`src/rtl/alu_pkg.sv`:
```
// Shared ALU control encodings, funct codes and the ALUOp/funct decoder for the issue stage.
package alu_pkg;

    localparam logic [3:0] CTL_AND = 4'd0;
    localparam logic [3:0] CTL_OR  = 4'd1;
    localparam logic [3:0] CTL_ADD = 4'd2;
    localparam logic [3:0] CTL_SUB = 4'd6;
    localparam logic [3:0] CTL_SLT = 4'd7;
    localparam logic [3:0] CTL_NOR = 4'd12;
    localparam logic [3:0] CTL_BAD = 4'd15;

    localparam logic [5:0] FN_ADD = 6'd32;
    localparam logic [5:0] FN_SUB = 6'd34;
    localparam logic [5:0] FN_AND = 6'd36;
    localparam logic [5:0] FN_OR  = 6'd37;
    localparam logic [5:0] FN_NOR = 6'd39;
    localparam logic [5:0] FN_SLT = 6'd42;

    typedef enum logic [1:0] {
        OP_ADD   = 2'b00,
        OP_SUB   = 2'b01,
        OP_RTYPE = 2'b10,
        OP_RSVD  = 2'b11
    } alu_op_t;

    typedef enum logic [1:0] {
        SKID_EMPTY = 2'd0,
        SKID_ONE   = 2'd1,
        SKID_TWO   = 2'd2
    } skid_state_t;

    typedef struct packed {
        logic       illegal;
        logic [3:0] ctl;
    } decode_t;

    // Unsupported ALUOp/funct combinations map to CTL_BAD and raise illegal.
    function automatic decode_t decode_op(input logic [1:0] op, input logic [5:0] fn);
        decode_t d;
        d.illegal = 1'b0;
        d.ctl     = CTL_BAD;
        case (alu_op_t'(op))
            OP_ADD:   d.ctl = CTL_ADD;
            OP_SUB:   d.ctl = CTL_SUB;
            OP_RTYPE: begin
                case (fn)
                    FN_ADD:  d.ctl = CTL_ADD;
                    FN_SUB:  d.ctl = CTL_SUB;
                    FN_AND:  d.ctl = CTL_AND;
                    FN_OR:   d.ctl = CTL_OR;
                    FN_NOR:  d.ctl = CTL_NOR;
                    FN_SLT:  d.ctl = CTL_SLT;
                    default: d.illegal = 1'b1;
                endcase
            end
            default:  d.illegal = 1'b1;
        endcase
        return d;
    endfunction

endpackage

```
`src/rtl/alu_skid_buf.sv`:
```
// Generic 2-entry valid/ready skid buffer with flush; in_ready and out_valid come straight from flops.
module alu_skid_buf
    import alu_pkg::*;
#(
    parameter int unsigned W = 8
) (
    input  logic         clk,
    input  logic         rst_n,
    input  logic         in_valid,
    output logic         in_ready,
    input  logic [W-1:0] in_data,
    input  logic         flush,
    output logic         out_valid,
    input  logic         out_ready,
    output logic [W-1:0] out_data
);

    skid_state_t  state;
    logic [W-1:0] skid_data;
    logic         accept_c;
    logic         emit_c;

    assign accept_c = in_valid & in_ready;
    assign emit_c   = out_valid & out_ready;

    // Occupancy FSM; main entry sits in out_data and only moves when emitted or refilled.
    always_ff @(posedge clk or negedge rst_n) begin
        if (!rst_n) begin
            state     <= SKID_EMPTY;
            out_valid <= 1'b0;
            in_ready  <= 1'b1;
            out_data  <= '0;
        end else if (flush) begin
            state     <= SKID_EMPTY;
            out_valid <= 1'b0;
            in_ready  <= 1'b1;
        end else begin
            case (state)
                SKID_EMPTY: begin
                    if (accept_c) begin
                        out_data  <= in_data;
                        out_valid <= 1'b1;
                        state     <= SKID_ONE;
                    end
                end
                SKID_ONE: begin
                    if (accept_c && !emit_c) begin
                        in_ready <= 1'b0;
                        state    <= SKID_TWO;
                    end else if (emit_c && !accept_c) begin
                        out_valid <= 1'b0;
                        state     <= SKID_EMPTY;
                    end else if (accept_c && emit_c) begin
                        out_data <= in_data;
                    end
                end
                SKID_TWO: begin
                    if (emit_c) begin
                        out_data <= skid_data;
                        in_ready <= 1'b1;
                        state    <= SKID_ONE;
                    end
                end
                default: begin
                    state     <= SKID_EMPTY;
                    out_valid <= 1'b0;
                    in_ready  <= 1'b1;
                end
            endcase
        end
    end

    // Overflow slot; contents are meaningless unless state is SKID_TWO.
    always_ff @(posedge clk) begin
        if (state == SKID_ONE && accept_c && !emit_c) begin
            skid_data <= in_data;
        end
    end

endmodule

```
`src/rtl/alu_issue_stage.sv`:
```
// ID/EX issue stage: decodes ALUCtl, selects operand B, buffers through a skid buffer, counts illegal ops.
module alu_issue_stage
    import alu_pkg::*;
#(
    parameter int unsigned DW    = 32,
    parameter int unsigned CNT_W = 16
) (
    input  logic             clk,
    input  logic             rst_n,
    input  logic             in_valid,
    output logic             in_ready,
    input  logic [1:0]       alu_op,
    input  logic [5:0]       funct,
    input  logic             alu_src,
    input  logic [DW-1:0]    rs_val,
    input  logic [DW-1:0]    rt_val,
    input  logic [15:0]      imm16,
    input  logic             flush,
    output logic             out_valid,
    input  logic             out_ready,
    output logic [3:0]       alu_ctl,
    output logic [DW-1:0]    alu_a,
    output logic [DW-1:0]    alu_b,
    output logic             illegal,
    output logic [CNT_W-1:0] illegal_cnt
);

    localparam int unsigned PW = 1 + 4 + 2 * DW;

    decode_t       dec_c;
    logic [DW-1:0] b_c;
    logic [PW-1:0] in_data_c;
    logic [PW-1:0] out_data;

    assign dec_c     = decode_op(alu_op, funct);
    assign b_c       = alu_src ? {{(DW - 16){imm16[15]}}, imm16} : rt_val;
    assign in_data_c = {dec_c.illegal, dec_c.ctl, rs_val, b_c};

    alu_skid_buf #(
        .W(PW)
    ) u_skid (
        .clk      (clk),
        .rst_n    (rst_n),
        .in_valid (in_valid),
        .in_ready (in_ready),
        .in_data  (in_data_c),
        .flush    (flush),
        .out_valid(out_valid),
        .out_ready(out_ready),
        .out_data (out_data)
    );

    assign {illegal, alu_ctl, alu_a, alu_b} = out_data;

    // Count illegal entries that are really accepted (a flush drops the incoming one).
    always_ff @(posedge clk or negedge rst_n) begin
        if (!rst_n) begin
            illegal_cnt <= '0;
        end else if (in_valid && in_ready && !flush && dec_c.illegal && (illegal_cnt != '1)) begin
            illegal_cnt <= illegal_cnt + CNT_W'(1);
        end
    end

endmodule

```
`config.mk`:
```
export PLATFORM = sky130hd
export DESIGN_NAME = alu_issue_stage
export DESIGN_NICKNAME = d
export VERILOG_FILES = /design/src/rtl/alu_pkg.sv /design/src/rtl/alu_skid_buf.sv /design/src/rtl/alu_issue_stage.sv
export SDC_FILE = /design/constraint.sdc
export NUM_CORES = 1
export LEC_CHECK = 0
export BUFFER_PORTS_ARGS = -buffer_cell sky130_fd_sc_hd__buf_2
export CAP_MARGIN = 20
export CORE_MARGIN = 5
export CORE_UTILIZATION = 53
export DETAILED_ROUTE_END_ITERATION = 6
export GPL_TIMING_DRIVEN = 0
export PLACE_DENSITY = 0.78
export SYNTH_ARGS = -nofsm -noshare
export SYNTH_HDL_FRONTEND = slang
export SYNTH_SLANG_ARGS = --single-unit
```
`constraint.sdc`:
```
create_clock -name clk -period 4 [get_ports clk]
set_input_delay 0.6 -clock clk [delete_from_list [all_inputs] [get_ports clk]]
set_output_delay 0.6 -clock clk [all_outputs]
set_load 0.1 [all_outputs]
```
## Word level (Yosys, flattened, before mapping)

Index checks and enable logic that the tools add are counted.
W data, S select, Z words.

- Bits in registers: 158
- Bits of input ports: 94
- Output and inout port bits: 87

- Add/sub/neg operators: 1
- Eq/ne operators: 24
- Muxes and demuxes: 26
- Bitwise logic cells: 3
- Reductions and logical operators: 21

Operators with widths:

| operator | number |
|---|---|
| $mux W69 | 5 |
| $pmux W69 S3 | 1 |
| $eq A6 B6 Y1 const B | 6 |
| $mux W32 | 1 |
| $pmux W4 S6 | 1 |
| $add A16 B1 Y16 const B | 1 |
| $ne A16 B16 Y1 const B | 1 |
| $ne A3 B2 Y1 const B | 4 |
| $pmux W4 S3 | 1 |
| $mux W2 | 5 |
| $logic_and A1 B1 Y1 | 9 |
| $mux W1 | 8 |
| $ne A2 B2 Y1 const B | 4 |
| $reduce_and A7 Y1 | 1 |
| $ne A2 B1 Y1 const B | 3 |
| $pmux W1 S3 | 2 |
| $pmux W2 S3 | 1 |
| $reduce_and A3 Y1 | 2 |
| $reduce_or A6 Y1 | 1 |
| $eq A2 B1 Y1 const B | 2 |
| $eq A2 B2 Y1 const B | 2 |
| $logic_not A2 Y1 | 2 |
| $ne A4 B2 Y1 const B | 1 |
| $reduce_and A4 Y1 | 1 |
| 7 further kinds | 10 |

## Depth between registers and ports, before layout

Gate-level depths: netlist (run 1).

- Depth after elaboration: 8
- Depth in mapped cells: 11
- Gate-level depth less buffers: 8

## Modules after synthesis

From an unflattened synthesis (run 1), not the netlist that was laid out.

- Cells, all modules: 619
- Area, all modules: 6721.4 um^2

Modules (own cells, without submodules):

| module | instances | cells each | area an instance (um^2) | sequential area each (um^2) |
|---|---|---|---|---|
| alu_skid_buf | 1 | 475 | 5442.7 | 3900.0 |
| alu_issue_stage | 1 | 144 | 1278.7 | 400.4 |

## Worst setup path after synthesis (run 1)

No wires, ideal clock.

- Kind: reg-to-reg
- Start point: reg u_skid.in_ready
- End point: reg u_skid.skid_data[0] (enable)
- Library setup time: 0.435 ns
- Arrival time: 2.848 ns
- Slack: 0.717 ns
- Cell stages (with the launch flop): 4
- Path buffers: 0
- Cell sequence: dfstp_2 -> nand2_1 -> inv_1 -> and3_1

- Word-level cells in the longest chain between the ends: 3

RTL lines:

| item | RTL line | source |
|---|---|---|
| from (decl) | alu_skid_buf.sv:10 | `output logic in_ready,` |
| from (signal assigned) | alu_skid_buf.sv:31 | `in_ready <= 1'b1;` |
| from (signal assigned) | alu_skid_buf.sv:36 | `in_ready <= 1'b1;` |
| from (signal assigned) | alu_skid_buf.sv:48 | `in_ready <= 1'b0;` |
| $and A1 B1 Y1 | alu_skid_buf.sv:23 | `assign accept_c = in_valid & in_ready;` |
| $logic_and A1 B1 Y1 (2 in series) | alu_skid_buf.sv:75 | `if (state == SKID_ONE && accept_c && !emit_c) begin` |
| to (signal assigned) | alu_skid_buf.sv:76 | `skid_data <= in_data;` |
| to (decl) | alu_skid_buf.sv:19 | `logic [W-1:0] skid_data;` |

Every way passes these cells.
A chain may end at the register's enable or synchronous reset.

## Final worst setup path (run 1)

- Start point: reg u_skid.in_ready
- End point: reg u_skid.out_data[14]

- Word-level cells in the longest chain between the ends: 5
- Elaborated cells on any way between the ends: 10

RTL lines:

| item | RTL line | source |
|---|---|---|
| $and A1 B1 Y1 (*) | alu_skid_buf.sv:23 |  |
| $logic_not A1 Y1 | alu_skid_buf.sv:50 | `end else if (emit_c && !accept_c) begin` |
| $logic_and A1 B1 Y1 | alu_skid_buf.sv:50 |  |
| $ne A2 B2 Y1 (no source line) | - |  |
| $reduce_and A7 Y1 (no source line) (*) | - |  |
| to (signal assigned) | alu_skid_buf.sv:41 | `out_data <= in_data;` |
| to (signal assigned) | alu_skid_buf.sv:54 | `out_data <= in_data;` |
| to (signal assigned) | alu_skid_buf.sv:59 | `out_data <= skid_data;` |
| to (decl) | alu_skid_buf.sv:15 | `output logic [W-1:0] out_data` |

Mark *: on every way between the ends. The rest lies on a longest branch, timed or not.

==> flow_summary.yaml, run 1 <==
worst_setup_path:
  critical_path_required_ns: 4.31
  cp-start-kind: "flip-flop"
  endpoint_kind: "flip-flop"
  cp_top_family: "buffers and inverters"
  arrival_ns: 2.70
  cp_num_buf_inv: 4
  crit_chain: "nand2_1, inv_1, ha_1, nor2_1, nand3_1, a21o_1, buf_2, buf_2, buf_2, nand2_1, o31ai_1"
  critPathKind: "reg -> reg"
  crit_fanout: 10
  path_common_cell: "buf_2"
  crit_path_top_delay_cell: "dfstp_2"
  slowest_delay_ns: 0.56
clock_tree:
  clkTransAtPathRegs_ns: 0.06
  cts-root-buf: "clkbuf_16"
  post_cts_buffers: 0
  holdBufCountCts: 0
  numClockSinks: 158
  cts_resized: 0
  ctsHtreeMaxLevel: 4
  tritoncts: "yes"
  cts_buffers: 17
  clock_path_buffers: 2
  insertion_delay_ns: 0.42
timing:
  skew_ns: 0.006967
  setup_viol: 0
  tightest_slew_ns: 0.5950
  fmax_mhz: 417.9
  relSlewSlack_pct: 60.34
  min_period_over_period_pct: 59.83
  period_needed_ns: 2.393
  drv_slew: 0
  whs_ns: 0.1791
  timing_hold_violations_final: 0
  rsz0062_at_grt: "no"
  tns_ns: 0
synth:
  yosysSeqAreaShare_pct: 63.45
  synth-warning-count: 0
  synth_top_family_by_area: "multiplexers"
  syn-num-nets: 659
  synthXorXnorAreaFrac_pct: 1.938
  ys_types: 43
  synth_seq_cells: 158
  synth_ff_type: "dfrtp_1"
  synthCells: 561
  avgSynthCellArea_sq_um: 12.08
  synth_edf_count: 69
  yosysTopAreaCellShare_pct: 32.49
  syn_area_sq_um: 6778
  yosys.area_share.simple_pct: 10.56
  yosysTopAreaCell: "dfrtp_1"
  async_reset_ff_share_pct: 56.33
  synth_compound_area_share_pct: 8.621
  synthMuxAreaShare_pct: 11.19
  synth_area_leaders: "dfrtp_1 32%, edfxtp_1 31%, mux2i_1 8.0%, o21ai_0 5.1%, nand2_1 4.3%"
  synthAdderAreaFrac_pct: 0.7384
place:
  hpwl_mm: 11.80
  port_buffers: 179
  gp_congestion: 0.9668
drt:
  viasPerCell: 5.400
  antenna_left: 0
  drt_iter0_markers: 302
  finalWirelength_mm: 16.51
  wl_per_cell_um: 17.45
  first_pass_iters: 5
  route.vias.total: 5108
  drc: 0
power:
  peakVddDrop_v: 0.0007921
  p_comb_share_pct: 43.3
  pwr_density_cell_nw_per_um2: 784.1
  seqPwrFrac_pct: 32.9
  leakagePower_nw: 3.757
  clockPowerShare_pct: 23.7
  p_int_mw: 3.427
  p_sw_mw: 3.264
  switching_share_pct: 48.78
layout:
  final_util_pct: 67.89
  drive_gt1_share_pct: 31.95
  layout_common_cells: "191 x buf_2, 88 x dfrtp_1, 78 x nand2_1"
  nFillCells: 943
  final_common_cell: "buf_2"
  finalNetCount: 859
  area_growth_pct: 25.90
die:
  core_area_sq_um: 12570
  start_util_pct: 53.93
  die_h_um: 123.1
  rows: 41
  dieArea_sq_um: 15150
  num_io_pins: 181
  die_w_um: 123.1
hold_path:
  hp-class: "in -> async"
global_route:
  grtUsageTotal_pct: 22.02
  grt_overflow_total: 0
  grt_pass1_wl_mm: 25.57
  grt_max_degree: 49
  antenna_found_initial: 1
  grt_pass1_vias: 5159
run_status:
  status: "complete, no violations"
job:
  max_cap_violations: 0
## flip-flops by register name, indices dropped and copies added, names as in the netlist
name              count
u_skid.skid_data     69
u_skid.out_valid      1
illegal_cnt          16
u_skid.out_data      69
u_skid.state          2
u_skid.in_ready       1
## area by class of cell
type | count | area (sq um) | share of cell area, %
Buffer | 32 | 143.9 | 1.686
Inverter | 25 | 93.84 | 1.100
Multi-Input combinational cell | 346 | 2245 | 26.30
Clock inverter | 6 | 81.33 | 0.9531
Sequential cell | 158 | 4300 | 50.40
Clock buffer | 25 | 505.5 | 5.924
Timing Repair Buffer | 181 | 945.9 | 11.09
Antenna cell | 1 | 2.502 | 0.02933
Tap cell | 172 | 215.2 | 2.522
## synth_stat cells, types with 15 or more instances
cell type  instances
mux2_2            18
o31ai_1           15
nor2_1            22
inv_1             25
nor2b_1           17
mux2i_1           54
nand2_1           78
dfrtp_1           88
o21ai_0           69
clkbuf_1          18
edfxtp_1          69
## kinds of logic (layout without fill, tap and decap cells)
| group | count (synthesis) | in the layout |
|---|---|---|
| fa+ha+maj | 4 | 4 |
| flops | 158 | 158 |
| other cells | 0 | 1 |
| mux | 73 | 73 |
| simple gates | 154 | 154 |
| buf+inv | 57 | 269 |
| compound gates | 100 | 100 |
| xor+xnor | 15 | 15 |
## layer usage
| layer | share of wire [%] | wire [um] | GRT usage, % | vias to the layer above |
|---|---|---|---|---|
| li1 | - | - | - | 2373 |
| met1 | 42 | 6909 | 28.14 | 2508 |
| met2 | 48 | 7995 | 36.08 | 206 |
| met3 | 7.6 | 1260 | 5.672 | 21 |
| met4 | 2.1 | 344 | 8.927 | 0 |
| met5 | 0 | 0 | 0 | - |
## through the flow
stage | total power, mW | cell area [sq um] | cells | setup WS [ns]
floorplan | 4.583 | 6778 | 561 | 0.7168
global placement | 5.088 | 7889 | 912 | 0.1689
detailed placement | 5.143 | 7944 | 914 | 1.433
CTS | 6.729 | 8531 | 945 | 1.576
global route | 6.936 | 8533 | 946 | 1.349
finish | 6.691 | 8533 | 946 | 1.607
## worst reg2reg max path: cells and delay by family, from the launching register on
kind,cells,cell delay [ns]
adder cells (fa/ha/maj),1,0.22
buffers and inverters,4,0.92
AO/OA/AOI/OAI,2,0.22
flip-flops,1,0.56
AND/OR/NAND/NOR,4,0.37
## power by group through the flow
stage	Combinational, mW	Sequential, mW	Clock (mW)
2_1_floorplan	0.383	4.20	0
3_3_place_gp	2.87	2.22	0
3_5_place_dp	2.91	2.23	0
4_1_cts	2.92	2.20	1.61
5_1_grt	3.00	2.24	1.70
6_report	2.90	2.20	1.59
## path summary, 6_finish.rpt
| kind | from | end | slack (ns) | depth (start not counted) |
|---|---|---|---|---|
| worst max-delay path | u_skid.in_ready | u_skid.out_data[14] | 1.61 | 11 |
| worst min-delay path | rst_n | u_skid.out_data[52] | 0.18 | 1 |
| worst max register to register | u_skid.in_ready | u_skid.out_data[14] | 1.61 | 11 |
| worst min register to register | u_skid.out_data[23] | u_skid.out_data[23] | 0.47 | 2 |
| max in group asynchronous | rst_n | u_skid.in_ready | 3.11 | 2 |
| min in group clk | rs_val[0] | u_skid.skid_data[32] | 0.37 | 1 |
No activity file was read; power rests on OpenSTA's default activity.
==> run 2: changes to the inputs <==
==> constraint.sdc (replaced) <==
create_clock -name clk -period 2.4 [get_ports clk]
set_input_delay 0.36 -clock clk [delete_from_list [all_inputs] [get_ports clk]]
set_output_delay 0.36 -clock clk [all_outputs]
set_load 0.1 [all_outputs]
==> run 2 against run 1 <==
Against the previous run: register-to-register slack lost 1.5 ns; largest cell class unchanged; global-route usage grew 0.23 points; count of clock-buffer cells in the layout shrank 4; via count grew 0.86%; first-iteration DRC count grew 19%; clock power grew 67%; fmax grew 4.9%; flip-flop and latch count is the same; utilization grew 0.11 points; sequential share of layout area is essentially flat; sequential power grew 67%; final cell count is the same.
==> flow_summary.yaml, run 2 (synthesized netlist as in run 1, its figures left out) <==
worst_setup_path:
  critical_path_required_ns: 2.72
  critPathKind: "reg -> reg"
  endpoint_kind: "flip-flop"
  arrival_ns: 2.60
  cp-start-kind: "flip-flop"
  crit_fanout: 10
  ff2ff_path_depth: 11
global_route:
  grt_max_degree: 70
  grtUsageTotal_pct: 22.25
  grt_pass1_vias: 5169
  antenna_found_initial: 0
  grt_pass1_wl_mm: 25.91
  grt_overflow_total: 0
clock_tree:
  ctsHtreeMaxLevel: 4
  post_cts_buffers: 0
  insertion_delay_ns: 0.42
  numClockSinks: 158
  clkTransAtPathRegs_ns: 0.06
  cts-root-buf: "clkbuf_16"
  tritoncts: "yes"
  cts_buffers: 17
  clock_path_buffers: 2
drt:
  drc: 0
  top_layer: "met4"
  drt_iter0_markers: 359
  viasPerCell: 5.446
  finalWirelength_mm: 16.74
  wl_per_cell_um: 17.69
  first_pass_iters: 5
  wirelength_met1_mm: 6.966
  route.vias.total: 5152
  met2WireLength_mm: 8.110
  wl_met3_mm: 1.417
  antenna_left: 0
layout:
  area_growth_pct: 26.10
  finalNetCount: 859
  nFillCells: 954
  reg_top3: "u_skid.out_data: 69 flops, u_skid.skid_data: 69 flops, illegal_cnt: 16 flops"
  multi_input_area_sq_um: 2247
  layout_common_cells: "187 x buf_2, 87 x dfrtp_1, 78 x nand2_1"
  stdcell_count: 946
  num_antenna_cells: 0
  final_common_cell: "buf_2"
  seq_area_sq_um: 4305
  drive_gt1_share_pct: 33.20
power:
  switching_share_pct: 49.31
  p_sw_mw: 5.513
  p_comb_share_pct: 43.4
  clockPowerShare_pct: 23.7
  power_mw: 11.18
  p_int_mw: 5.666
  pwr_density_cell_nw_per_um2: 1308
  leakagePower_nw: 3.765
  peakVddDrop_v: 0.0009493
  seqPwrFrac_pct: 32.9
place:
  port_buffers: 179
  dp_cells: 913
  hpwl_mm: 12.03
  gp_congestion: 0.9209
timing:
  setup_viol: 0
  drv_slew: 0
  min_period_over_period_pct: 95.03
  skew_ns: 0.007409
  tightest_slew_ns: 0.9707
  period_needed_ns: 2.281
  fmax_mhz: 438.5
  rsz0062_at_grt: "no"
  whs_ns: 0.1266
  relSlewSlack_pct: 35.29
  tns_ns: 0
  timing_hold_violations_final: 0
job:
  max_cap_violations: 0
hold_path:
  hold_depth: 1
  hp-class: "in -> reg"
die:
  start_util_pct: 53.93
  num_io_pins: 181
  rows: 41
  die_h_um: 123.1
  dieArea_sq_um: 15150
  core_area_sq_um: 12570
  die_w_um: 123.1
run_status:
  status: "complete, no violations"
## run 2: changes by cell type in the layout (fill, tap and decap cells not counted), moves of 3 or more
cell / previous run / this run
buf_2: 191 / 187
clkbuf_1: 21 / 12
clkbuf_2: 0 / 5
clkinv_2: 2 / 5
clkinvlp_4: 1 / 4
## run 2: through the flow
stage,setup WS [ns],utilization [%],cell area (sq um)
6_report,0.1194,68.00,8547
5_1_grt,0.004305,68.00,8547
4_1_cts,0.06005,67.87,8531
3_5_place_dp,-0.07091,63.09,7929
3_3_place_gp,-0.04553,62.85,7899
2_1_floorplan,0.001952,-,6788
## run 2: power by group through the flow
stage                     combinational, mW  sequential (mW)  clock [mW]
after CTS                              4.87             3.68        2.68
after detailed placement               4.86             3.72           0
final                                  4.85             3.68        2.65
after floorplan                       0.640             7.00           0
after global routing                   5.03             3.74        2.80
after global placement                 4.79             3.69           0
## run 2: final timing paths
kind / start / endpoint / slack (ns)
min in group asynchronous: rst_n / u_skid.out_data[51] / 0.51
setup / recovery: u_skid.in_ready / u_skid.out_data[53] / 0.12
setup reg to reg: u_skid.in_ready / u_skid.out_data[53] / 0.12
hold / removal: rs_val[0] / u_skid.skid_data[32] / 0.13
hold reg to reg: u_skid.out_data[24] / u_skid.out_data[24] / 0.47
max in group asynchronous: rst_n / illegal_cnt[6] / 1.22
## run 2: worst max-delay path, stage by stage (launching register included)
cell,delay (ns)
dfstp_4,0.64
nand2_1,0.12
inv_1,0.13
ha_2,0.22
nor2_1,0.05
nand3_1,0.07
a21o_1,0.17
buf_6,0.17
buf_4,0.19
buf_2,0.24
nand2_1,0.09
o21ai_0,0.10
## run 2: area by class of cell
class	count	share of cell area, %
clock buffer	21	5.504
multi-input combinational	346	26.29
timing repair buffer	181	10.95
inverter	25	1.098
sequential	158	50.37
tap	172	2.518
buffer	32	1.918
clock inverter	11	1.347
## run 2: what timing repair did
action / CTS / global route
hold buffers: 1 / 0
resized for setup: 3 / 14
endpoints found under the setup margin: 32 / 50
endpoints found under the hold margin: 45 / 0
## run 2: per-layer routing
metal | GRT usage, % | vias to the layer above
li1 | - | 2380
met1 | 29.02 | 2528
met2 | 36.52 | 224
met3 | 6.633 | 20
met4 | 6.159 | 0
met5 | 0 | -
==> run 3: changes to the inputs <==
==> constraint.sdc (replaced) <==
create_clock -name clk -period 2.4 [get_ports clk]
set_input_delay 0.36 -clock clk [delete_from_list [all_inputs] [get_ports clk]]
set_output_delay 0.36 -clock clk [all_outputs]
set_load 0.005 [all_outputs]
==> run 3 against run 2 <==
Against the previous run: routed wire length fell by 0.32%; flip-flop and latch count unchanged; count of clock-buffer cells in the layout down 3; final area up 0.61%; combinational power decreased by 69%; sequential share of layout area shrank 0.37 points; setup slack improved by 0.0020 ns; final cell count up 0.11%; critical path type unchanged; hold slack gained 0.0015 ns; sequential power hardly changed.
==> flow_summary.yaml, run 3 (synthesized netlist as in run 1, its figures left out) <==
timing:
  period_needed_ns: 2.279
  timing_hold_violations_final: 0
  tns_ns: 0
  setup_viol: 0
  min_period_over_period_pct: 94.94
  relSlewSlack_pct: 57.90
  fmax_mhz: 438.9
  worst_slack_ns: 0.1214
  skew_ns: 0.008721
  tightest_slew_ns: 0.6315
  drv_slew: 0
  rsz0062_at_grt: "yes"
global_route:
  grt_overflow_total: 0
  antenna_found_initial: 0
  grt_pass1_vias: 5258
  grt_max_degree: 46
  grt_pass1_wl_mm: 26.34
  grtUsageTotal_pct: 22.60
drt:
  route.vias.total: 5087
  antenna_left: 0
  drt_iter0_markers: 414
  first_pass_iters: 5
  wl_per_cell_um: 17.62
  viasPerCell: 5.372
  finalWirelength_mm: 16.68
  drc: 0
clock_tree:
  ctsHtreeMaxLevel: 4
  post_cts_buffers: 0
  clock_path_buffers: 2
  insertion_delay_ns: 0.42
  numClockSinks: 158
  cts_buffers: 17
  tritoncts: "yes"
  clkTransAtPathRegs_ns: 0.06
  cts-root-buf: "clkbuf_16"
power:
  clockPowerShare_pct: 35.5
  pwr_density_cell_nw_per_um2: 936.5
  switching_share_pct: 26.93
  p_int_mw: 5.884
  peakVddDrop_v: 0.0005765
  leakagePower_nw: 3.800
  p_sw_mw: 2.169
  p_comb_share_pct: 18.8
  seqPwrFrac_pct: 45.7
layout:
  reg_top3: "u_skid.out_data: 69 flops, u_skid.skid_data: 69 flops, illegal_cnt: 16 flops"
  nFillCells: 946
  num_antenna_cells: 0
  finalNetCount: 860
  final_common_cell: "buf_2"
  drive_gt1_share_pct: 32.77
  final_util_pct: 68.42
  stdcell_count: 947
  seq_area_sq_um: 4300
  area_growth_pct: 26.88
  multi_input_area_sq_um: 2245
  layout_common_cells: "186 x buf_2, 88 x dfrtp_1, 78 x nand2_1"
die:
  rows: 41
  dieArea_sq_um: 15150
  die_w_um: 123.1
  start_util_pct: 53.93
  num_io_pins: 181
  core_area_sq_um: 12570
  die_h_um: 123.1
worst_setup_path:
  arrival_ns: 2.60
  cp-start-kind: "flip-flop"
  endpoint_kind: "flip-flop"
  critPathKind: "reg -> reg"
  crit_fanout: 10
  critical_path_required_ns: 2.72
place:
  dp_slack_ns: 0.04572
  dp_cells: 914
  hpwl_mm: 12.06
  gp_congestion: 0.8843
  port_buffers: 179
job:
  max_cap_violations: 0
hold_path:
  hp-class: "in -> reg"
run_status:
  status: "complete, no violations"
run 3: routing by layer:
metal / vias to the layer above / wire length, um / track usage (%)
met4: 0 / 111 / 6.920
met5: - / 0 / 0
met1: 2512 / 7074 / 29.86
li1: 2387 / - / -
met2: 179 / 8155 / 36.56
met3: 9 / 1343 / 6.496
run 3: path summary, 6_finish.rpt:
check / startpoint / to / slack (ns) / cells after the start
max in group asynchronous: rst_n / u_skid.in_ready / 1.21 / 3
min in group asynchronous: rst_n / u_skid.out_data[53] / 0.50 / 2
worst min-delay path: rs_val[1] / u_skid.skid_data[33] / 0.13 / 1
worst min register to register: u_skid.out_data[45] / u_skid.out_data[45] / 0.47 / 2
worst max register to register: u_skid.in_ready / u_skid.out_data[12] / 0.12 / 11
worst max-delay path: u_skid.in_ready / u_skid.out_data[12] / 0.12 / 11
run 3: worst max-delay path: stages, from the launching register on:
cell and delay [ns]:
dfstp_2 0.56, nand2_1 0.11, inv_1 0.13, ha_1 0.23, nor2_1 0.07, nand3_1 0.08, a21o_1 0.16, clkbuf_4 0.23
buf_4 0.20, clkbuf_4 0.23, nand2_1 0.09, o31ai_1 0.08
run 3: per-stage QoR:
stage / hold slack, ns / power (mW) / cell area, sq um
final: 0.1280 / 8.053 / 8600
after global routing: 0.1090 / 8.471 / 8600
after CTS: 0.1053 / 8.114 / 8583
after detailed placement: 0.4172 / 5.241 / 7944
after global placement: 0.4563 / 5.138 / 7890
after floorplan: 0.06441 / 4.353 / 6779
run 3: cell type report:
class                           count  area share, %
Sequential cell                   158          50.01
Multi-Input combinational cell    346          26.10
Timing Repair Buffer              182          11.12
Clock buffer                       18          4.991
Tap cell                          172          2.503
Clock inverter                     14          2.299
Buffer                             32          1.891
Inverter                           25          1.091
run 3: timing repair:
item | CTS | global route
hold buffers | 1 | 0
endpoints found under the hold margin | 44 | 0
gates cloned | 0 | 0
endpoints found under the setup margin | 1 | 64
resized for setup | 1 | 17
run 3: power groups by stage:
stage | clock [mW] | combinational, mW | sequential (mW)
final | 2.86 | 1.51 | 3.68
after global routing | 3.03 | 1.70 | 3.74
after CTS | 2.90 | 1.53 | 3.68
after detailed placement | 0 | 1.51 | 3.73
after global placement | 0 | 1.44 | 3.70
after floorplan | 0 | 0.626 | 3.73
